--- config.mk ---
export PLATFORM = sky130hd
export DESIGN_NAME = display_refresh_ctrl
export DESIGN_NICKNAME = d
export VERILOG_FILES = /design/src/rtl/bike_disp_pkg.sv /design/src/rtl/disp_refresh_timer.sv /design/src/rtl/display_refresh_ctrl.sv
export SDC_FILE = /design/constraint.sdc
export NUM_CORES = 1
export LEC_CHECK = 0
export ABC_CLOCK_PERIOD_IN_PS = 1600
export CAP_MARGIN = 15
export CORE_UTILIZATION = 35
export DETAILED_ROUTE_END_ITERATION = 8
export PLACE_DENSITY_LB_ADDON = 0.3
export SETUP_SLACK_MARGIN = 0.3
export SYNTH_ARGS = -nofsm -noshare
export SYNTH_HDL_FRONTEND = slang
export SYNTH_SLANG_ARGS = --single-unit
--- constraint.sdc ---
create_clock -name clock -period 1.6 [get_ports clock]
set_input_delay 0.48 -clock clock [delete_from_list [all_inputs] [get_ports clock]]
set_output_delay 0.48 -clock clock [all_outputs]
set_load 0.02 [all_outputs]
--- src/rtl/bike_disp_pkg.sv ---
// Purpose: shared encodings for the bike computer display refresh path.
//   mode_t      display mode, advanced DAY -> AVS -> MAX -> TIM -> DAY
//   state_t     refresh sequencer states
//   ASCII_SPACE blank digit shown until the first conversion lands
package bike_disp_pkg;

  typedef enum logic [1:0] {
    MODE_DAY = 2'd0,
    MODE_AVS = 2'd1,
    MODE_MAX = 2'd2,
    MODE_TIM = 2'd3
  } mode_t;

  typedef enum logic [1:0] {
    ST_IDLE  = 2'd0,
    ST_START = 2'd1,
    ST_WAIT  = 2'd2
  } state_t;

  localparam logic [7:0] ASCII_SPACE = 8'h20;

  function automatic mode_t next_mode(input mode_t m);
    case (m)
      MODE_DAY: next_mode = MODE_AVS;
      MODE_AVS: next_mode = MODE_MAX;
      MODE_MAX: next_mode = MODE_TIM;
      default:  next_mode = MODE_DAY;
    endcase
  endfunction

endpackage

--- src/rtl/disp_refresh_timer.sv ---
// Purpose: free-running refresh interval counter with a sticky request flag.
// Ports:
//   clock    in   system clock
//   reset    in   asynchronous active-low reset
//   clear    in   request consumed (sequencer entering START)
//   pending  out  a refresh interval has elapsed since the last clear
// The flag comes out of reset set so the display is filled immediately.
module disp_refresh_timer
  import bike_disp_pkg::*;
#(
  parameter int REFRESH_CYCLES = 250000
) (
  input  logic clock,
  input  logic reset,
  input  logic clear,
  output logic pending
);

  localparam int CW = $clog2(REFRESH_CYCLES);
  localparam logic [CW-1:0] LAST = CW'(REFRESH_CYCLES - 1);

  logic [CW-1:0] count;
  logic          wrap;

  assign wrap = (count == LAST);

  always_ff @(posedge clock or negedge reset) begin
    if (!reset) begin
      count   <= '0;
      pending <= 1'b1;
    end else begin
      count <= wrap ? '0 : count + 1'b1;
      // a wrap coinciding with a clear must not be lost
      if (wrap)
        pending <= 1'b1;
      else if (clear)
        pending <= 1'b0;
    end
  end

endmodule

--- src/rtl/display_refresh_ctrl.sv ---
// Purpose: sequencer for the dual2ascii converter feeding the LCD.
//   Owns the display mode, launches a conversion on periodic refresh or a
//   mode change, captures the six ASCII digits and flags stuck conversions.
// Ports:
//   clock, reset              system clock, asynchronous active-low reset
//   mode_btn                  single-cycle mode-advance pulse
//   conv_valid, conv_*        converter result handshake and six ASCII digits
//   conv_start                one-cycle start pulse to the converter
//   DAY/AVS/MAX/TIM           one-hot mode select, stable while busy
//   disp_*                    latched display digits, same order as conv_*
//   disp_update               one-cycle pulse when disp_* reload
//   busy                      conversion in flight (START or WAIT)
//   err_timeout               sticky, converter failed to answer in time
//
// state | meaning
// IDLE  | waiting for refresh request or mode change
// START | conv_start asserted for one cycle
// WAIT  | waiting for conv_valid, bounded by the timeout counter
module display_refresh_ctrl
  import bike_disp_pkg::*;
#(
  parameter int REFRESH_CYCLES = 250000,
  parameter int TIMEOUT_CYCLES = 64
) (
  input  logic       clock,
  input  logic       reset,
  input  logic       mode_btn,
  input  logic       conv_valid,
  input  logic [7:0] conv_u10,
  input  logic [7:0] conv_u01,
  input  logic [7:0] conv_l1000,
  input  logic [7:0] conv_l0100,
  input  logic [7:0] conv_l0010,
  input  logic [7:0] conv_l0001,
  output logic       conv_start,
  output logic       DAY,
  output logic       AVS,
  output logic       MAX,
  output logic       TIM,
  output logic [7:0] disp_u10,
  output logic [7:0] disp_u01,
  output logic [7:0] disp_l1000,
  output logic [7:0] disp_l0100,
  output logic [7:0] disp_l0010,
  output logic [7:0] disp_l0001,
  output logic       disp_update,
  output logic       busy,
  output logic       err_timeout
);

  localparam int TW = $clog2(TIMEOUT_CYCLES);
  localparam logic [TW-1:0] T_LAST = TW'(TIMEOUT_CYCLES - 1);

  state_t        state, state_nxt;
  mode_t         mode;
  logic          press_pending;
  logic [TW-1:0] tcnt;
  logic          refresh_pending;
  logic          timer_clear;
  logic          adv_mode;
  logic          load_disp;
  logic          set_err;

  disp_refresh_timer #(
    .REFRESH_CYCLES(REFRESH_CYCLES)
  ) u_timer (
    .clock  (clock),
    .reset  (reset),
    .clear  (timer_clear),
    .pending(refresh_pending)
  );

  always_ff @(posedge clock or negedge reset) begin
    if (!reset)
      state <= ST_IDLE;
    else
      state <= state_nxt;
  end

  always_comb begin
    state_nxt   = state;
    timer_clear = 1'b0;
    adv_mode    = 1'b0;
    load_disp   = 1'b0;
    set_err     = 1'b0;
    case (state)
      ST_IDLE: begin
        // a mode change also satisfies any refresh request: one conversion
        if (mode_btn || press_pending) begin
          adv_mode    = 1'b1;
          timer_clear = 1'b1;
          state_nxt   = ST_START;
        end else if (refresh_pending) begin
          timer_clear = 1'b1;
          state_nxt   = ST_START;
        end
      end
      ST_START: state_nxt = ST_WAIT;
      ST_WAIT: begin
        if (conv_valid) begin
          load_disp = 1'b1;
          state_nxt = ST_IDLE;
        end else if (tcnt == T_LAST) begin
          set_err   = 1'b1;
          state_nxt = ST_IDLE;
        end
      end
      default: state_nxt = ST_IDLE;
    endcase
  end

  always_ff @(posedge clock or negedge reset) begin
    if (!reset) begin
      mode          <= MODE_DAY;
      press_pending <= 1'b0;
      tcnt          <= '0;
      err_timeout   <= 1'b0;
      disp_update   <= 1'b0;
      disp_u10      <= ASCII_SPACE;
      disp_u01      <= ASCII_SPACE;
      disp_l1000    <= ASCII_SPACE;
      disp_l0100    <= ASCII_SPACE;
      disp_l0010    <= ASCII_SPACE;
      disp_l0001    <= ASCII_SPACE;
    end else begin
      if (adv_mode)
        mode <= next_mode(mode);

      // presses during a conversion collapse into a single deferred advance
      if (state != ST_IDLE && mode_btn)
        press_pending <= 1'b1;
      else if (adv_mode)
        press_pending <= 1'b0;

      if (state == ST_START)
        tcnt <= '0;
      else if (state == ST_WAIT)
        tcnt <= tcnt + 1'b1;

      if (set_err)
        err_timeout <= 1'b1;

      disp_update <= load_disp;
      if (load_disp) begin
        disp_u10   <= conv_u10;
        disp_u01   <= conv_u01;
        disp_l1000 <= conv_l1000;
        disp_l0100 <= conv_l0100;
        disp_l0010 <= conv_l0010;
        disp_l0001 <= conv_l0001;
      end
    end
  end

  assign conv_start = (state == ST_START);
  assign busy       = (state != ST_IDLE);
  assign DAY        = (mode == MODE_DAY);
  assign AVS        = (mode == MODE_AVS);
  assign MAX        = (mode == MODE_MAX);
  assign TIM        = (mode == MODE_TIM);

endmodule

== Word-level counts from Yosys, hierarchy flattened ==
Index checks and enable logic that the tools add are counted.

* Input bits: 52
* Flip-flop bits (word level): 80

* Add/subtract/negate cells: 2
* Multiplexer cells: 23
* Eq/ne operators: 9
* Reductions and logical operators: 9

{| class="wikitable"
|+ Operators with widths
! cell !! count
|-
| $add A18 B1 Y18 const B || 1
|-
| $eq A18 B18 Y1 const B || 1
|-
| $mux W18 || 1
|-
| $mux W1 || 14
|-
| $mux W6 || 2
|-
| $pmux W2 S3 || 2
|-
| $mux W2 || 4
|-
| $reduce_bool A2 Y1 || 4
|-
| $add A6 B1 Y6 const B || 1
|-
| $eq A2 B2 Y1 const B || 3
|-
| $eq A6 B6 Y1 const B || 1
|-
| $eq A2 B1 Y1 const B || 2
|-
| $logic_not A2 Y1 || 2
|-
| $ne A3 B2 Y1 const B || 1
|-
| $ne A3 B3 Y1 const B || 1
|-
| $reduce_and A2 Y1 || 1
|-
| $logic_and A1 B1 Y1 || 1
|-
| $logic_or A1 B1 Y1 || 1
|}

== Longest topological paths before layout ==
* Depth after elaboration: 5
* Mapped depth: 7
* Gate-level depth less buffers: 6

== Modules after synthesis ==
From an unflattened synthesis, not the netlist that was laid out.

* Cells, all modules: 252
* Area total of the unflattened synthesis: 3,399.5 um^2

{| class="wikitable"
|+ By module, submodules not included
! module !! area each (um^2) !! cells an instance !! sequential area each (um^2) !! times used
|-
| display_refresh_ctrl || 2,498.6 || 170 || 1,534.0 || 1
|-
| disp_refresh_timer || 900.9 || 82 || 476.7 || 1
|}

== Worst setup path after synthesis ==
OpenSTA, ideal clock, no wires.

* Kind: reg-to-reg
* From: register state[0]
* To: register disp_l0010[2]
* Setup time: 0.125 ns
* Setup slack: 0.001 ns
* Arrival time: 1.474 ns
* Buffers on the path: 2
* Cell stages (with the launch flop): 7
* Data required time: 1.475 ns
* Cell sequence: dfrtp_1 inv_1 ha_1 nand2_1 buf_2 buf_2 mux2_2

* Word-level cells in the longest chain between the ends: 2

{| class="wikitable"
|+ Ends and longest elaborated chain
! item !! RTL line !! source
|-
| start, declared || display_refresh_ctrl.sv:54 || <nowiki>state_t state, state_nxt;</nowiki>
|-
| start signal, assigned || display_refresh_ctrl.sv:77 || <nowiki>state <= state_nxt;</nowiki>
|-
| $eq A2 B2 Y1 || display_refresh_ctrl.sv:86 || <nowiki>case (state)</nowiki>
|-
| $mux W1 || display_refresh_ctrl.sv:86 ||
|-
| end signal, assigned || display_refresh_ctrl.sv:149 || <nowiki>disp_l0010 <= conv_l0010;</nowiki>
|-
| end, declared || display_refresh_ctrl.sv:44 || <nowiki>output logic [7:0] disp_l0010,</nowiki>
|}

No other way between the ends.
A chain may end at the register's enable or synchronous reset.

== Final worst setup path ==
* From: register state[1]
* To: output conv_start

* Word-level cells in the longest chain between the ends: 1

{| class="wikitable"
|+ Ends and longest elaborated chain
! item !! RTL line !! source
|-
| $eq A2 B1 Y1 || display_refresh_ctrl.sv:155 || <nowiki>assign conv_start = (state == ST_START);</nowiki>
|-
| end, declared || display_refresh_ctrl.sv:35 || <nowiki>output logic conv_start,</nowiki>
|}

No other way between the ends.

==> results by group <==
Finish
  – Share of layout cells above drive strength 1: 55.5%
  – Final Util: 63.1%
  – Area delta synth->final: 73.1%
  – # nets final: 486
  – Finished Layout Cells: 558
  – Diodes inserted: 0
  – Post-route cell area: 0.00586 mm²

Worst setup path
  – Reg2Reg Depth: 8
  – Startpoint Class: flip-flop
  – R2R Path End: disp_l0010[1]$_DFFE_PN0P_
  – Crit path DAT: 1.22 ns
  – RR Startpoint: state[0]$_DFFE_PN0P_
  – CP cell instances: inv_2, buf_6, ha_4, buf_6
  – WP data required: 1.12 ns
  – Worst reg-to-reg setup slack: -0.02 ns
  – Critical path endpoint category: output pin
  – CP max stage delay: 0.39 ns
  – CP bufs+invs: 3
  – Most common cell type on the critical path: buf_6
  – Critical path's slowest cell: dfrtp_1
  – CP Max Fanout: 2
  – Largest delay contributor family on the critical path: flip-flops
  – Critical path class: flip-flop to output pin

Die
  – DIE HEIGHT: 100 µm
  – Core Area: 0.00928 mm²
  – Chip width: 100 µm
  – Initial Util: 36.4%
  – FP Rows: 35
  – Die ar.: 0.0101 mm²
  – I/O pin total: 108

Clocking
  – Clock slew at reported path FFs: 0.09 ns
  – H-tree depth: 3
  – CTS tree: yes
  – Clk root buf: clkbuf_8
  – Worst-Skew Late Latency: 0.36 ns
  – Total CTS buffers: 9
  – Sink Count: 80
  – Clk buf depth: 2

GRT
  – Gr busiest metal: met2
  – M1 GR Usage: 21.2%
  – Grt ovf: 0
  – Routing usage on met3: 4.25%
  – Largest net degree at the start of global routing: 28
  – Global-route wire length before repair: 12700 µm
  – GRT Overall Usage: 16.8%
  – Antenna violations before repair: 0
  – Vias in the first global route: 2581
  – Met2 Usage GRT: 27.6%

Drt
  – Via density per instance: 4.71
  – Final ANT Viol Nets: 0
  – Drt total wl: 8580 µm
  – Vias post-DR: 2626
  – DR WL/cell: 15.4 µm
  – Iter 0 DRT Violations: 65
  – Post-route DRC violation count: 0
  – TritonRoute pass-1 iters: 4

STA
  – TNS Setup: -0.396 ns
  – Min cycle time layout: 1.70 ns
  – Max-slew headroom: 80.5%
  – Slew Limit Fails: 0
  – Finish-stage setup viols: 6
  – Final hold violation count: 0
  – Post-route setup slack: -0.0957 ns
  – F_max: 590 MHz
  – Unrepaired setup endpoints after global routing: true
  – Least-Margin Pin Slew: 0.291 ns
  – Fin crit share: 106%
  – Worst hold slack: 0.516 ns
  – Fin Clk Skew: 0.00893 ns

Yosys
  – Ys Warns: 0
  – Mapped Area: 0.00338 mm²
  – Yosys cell types: 35
  – Yosys top cell by area: dfrtp_1
  – Register area share after synthesis: 59.4%
  – Syn_nets: 316
  – Synth top cells by count: 73 x dfrtp_1, 52 x mux2_2, 16 x nor2_1, 15 x inv_1, 11 x xnor2_1
  – Largest cells by area after synthesis: dfrtp_1 54%, mux2_2 17%, dfstp_2 5.4%, ha_1 3.7%, xnor2_1 2.8%
  – Asr flop ratio synth: 100%
  – Syn Inst Count: 254
  – Syn Area/Cell: 13.3 µm²
  – Most frequent cell after synthesis: dfrtp_1
  – Number of flops mapped to enable cells by yosys: 0
  – Post-synth top area share: 54.0%
  – Ys flop type: dfrtp_1
  – #FFs+latches synth: 80

Placed design
  – Buffers on Ports: 107
  – DPL Wire Length: 5230 µm
  – Inst Count DP: 507
  – RePlAce Congestion: 0.751
  – Post-DP Area: 0.00488 mm²

Run status
  – Violated checks: negative setup slack
  – Outcome: finished with violations

Pwr
  – Worst vdd ir: 0.848 mV
  – Pwr Density: 1780 mW/mm²
  – Static Leakage: 2.66 nW

Min path
  – Hold Path Class: input pin to asynchronous set/reset pin

Run
  – Maxcap violations: 0
layout by cell type (no fill, tap or decap), types with 4 or more instances in the layout:
cell type | netlist | layout
buf_12 | 0 | 4
buf_16 | 0 | 4
buf_4 | 0 | 32
buf_6 | 1 | 73
clkbuf_8 | 0 | 9
clkdlybuf4s50_1 | 0 | 49
dfrtp_1 | 73 | 71
dfstp_2 | 7 | 7
ha_2 | 0 | 4
ha_4 | 0 | 5
inv_1 | 15 | 9
inv_2 | 0 | 5
mux2_2 | 52 | 39
mux2_4 | 0 | 13
nand2_1 | 10 | 8
nand3_1 | 5 | 4
nand4_1 | 7 | 7
nor2_1 | 16 | 8
nor2_4 | 0 | 5
xnor2_1 | 11 | 11
xor2_1 | 6 | 6
cell families (layout without fill, tap and decap cells):
logic type               after synthesis  count (layout)  synth area share (%)
multiplexers                          52              52                  17.3
flip-flops                            80              80                  59.4
AND/OR/NAND/NOR                       57              57                  9.39
buffers and inverters                 23             198                  2.85
XOR/XNOR                              17              17                  4.40
adder cells (fa/ha/maj)               10              10                  3.70
AO/OA/AOI/OAI                         15              15                  2.92
area by class of cell:
| type | count | area (µm²) |
|---|---|---|
| clock buffers | 10 | 128 |
| clock inverters | 6 | 92.6 |
| fillers | 724 | 3430 |
| inverters | 15 | 58.8 |
| multi-input cells | 151 | 1600 |
| flip-flops and latches | 80 | 2010 |
| well taps | 129 | 161 |
| repair buffers | 167 | 1810 |
per-layer routing:
metal	up-vias	part of all wire (%)
met1	1296	44
met4	0	1.4
met2	92	49
li1	1227	-
met5	-	0
met3	11	5.6
sequential cells by signal, summed over array words and instances (netlist names):
register	flops
disp_update	1
disp_l1000	8
disp_l0001	8
state	2
u_timer.count	18
tcnt	6
err_timeout	1
disp_l0010	8
disp_u01	8
disp_l0100	8
press_pending	1
u_timer.pending	1
mode	2
disp_u10	8
worst reg2reg max path, delay by kind of cell, from the launching register on:
kind	cells	cell delay [ns]
simple gates	1	0.09
buf+inv	5	0.56
flops	1	0.40
mux	1	0.29
fa+ha+maj	1	0.17
worst max path at each step:
stage	from	cells past startpoint	to	slack, ns
2_1_floorplan	u_timer.count[0]$_DFF_PN0_	6	u_timer.count[3]$_DFF_PN0_	0.17
3_3_place_gp	conv_valid	5	state[1]$_DFFE_PN0P_	-0.25
3_5_place_dp	conv_valid	5	state[1]$_DFFE_PN0P_	-0.26
4_1_cts	state[1]$_DFFE_PN0P_	4	conv_start	-0.08
5_1_grt	mode[1]$_DFFE_PN0P_	3	DAY	-0.13
6_report	state[1]$_DFFE_PN0P_	4	conv_start	-0.1
power breakdown:
group          switching [mW]  leakage [nW]  internal (mW)
logic                    2.18          1.59           3.15
registers               0.575         0.966           2.84
clock network           0.788         0.103          0.887
total                    3.54          2.66           6.88
through the flow:
| step | worst slack [ns] | power, mW |
|---|---|---|
| finish | -0.0957 | 10.4 |
| global route | -0.133 | 10.9 |
| CTS | -0.0837 | 10.2 |
| detailed placement | -0.257 | 7.58 |
| global placement | -0.254 | 7.50 |
| floorplan | 0.166 | 5.62 |
what timing repair did:
action                                  4_1_cts  5_1_grt
buffers inserted                             17       13
endpoints found under the setup margin      125      130
resized for setup                           390       31
endpoints found under the hold margin        10        0
cloned                                        4        0
pin swaps                                    14        6
hold buffers                                  1        0
No activity file was read; power rests on OpenSTA's default activity.
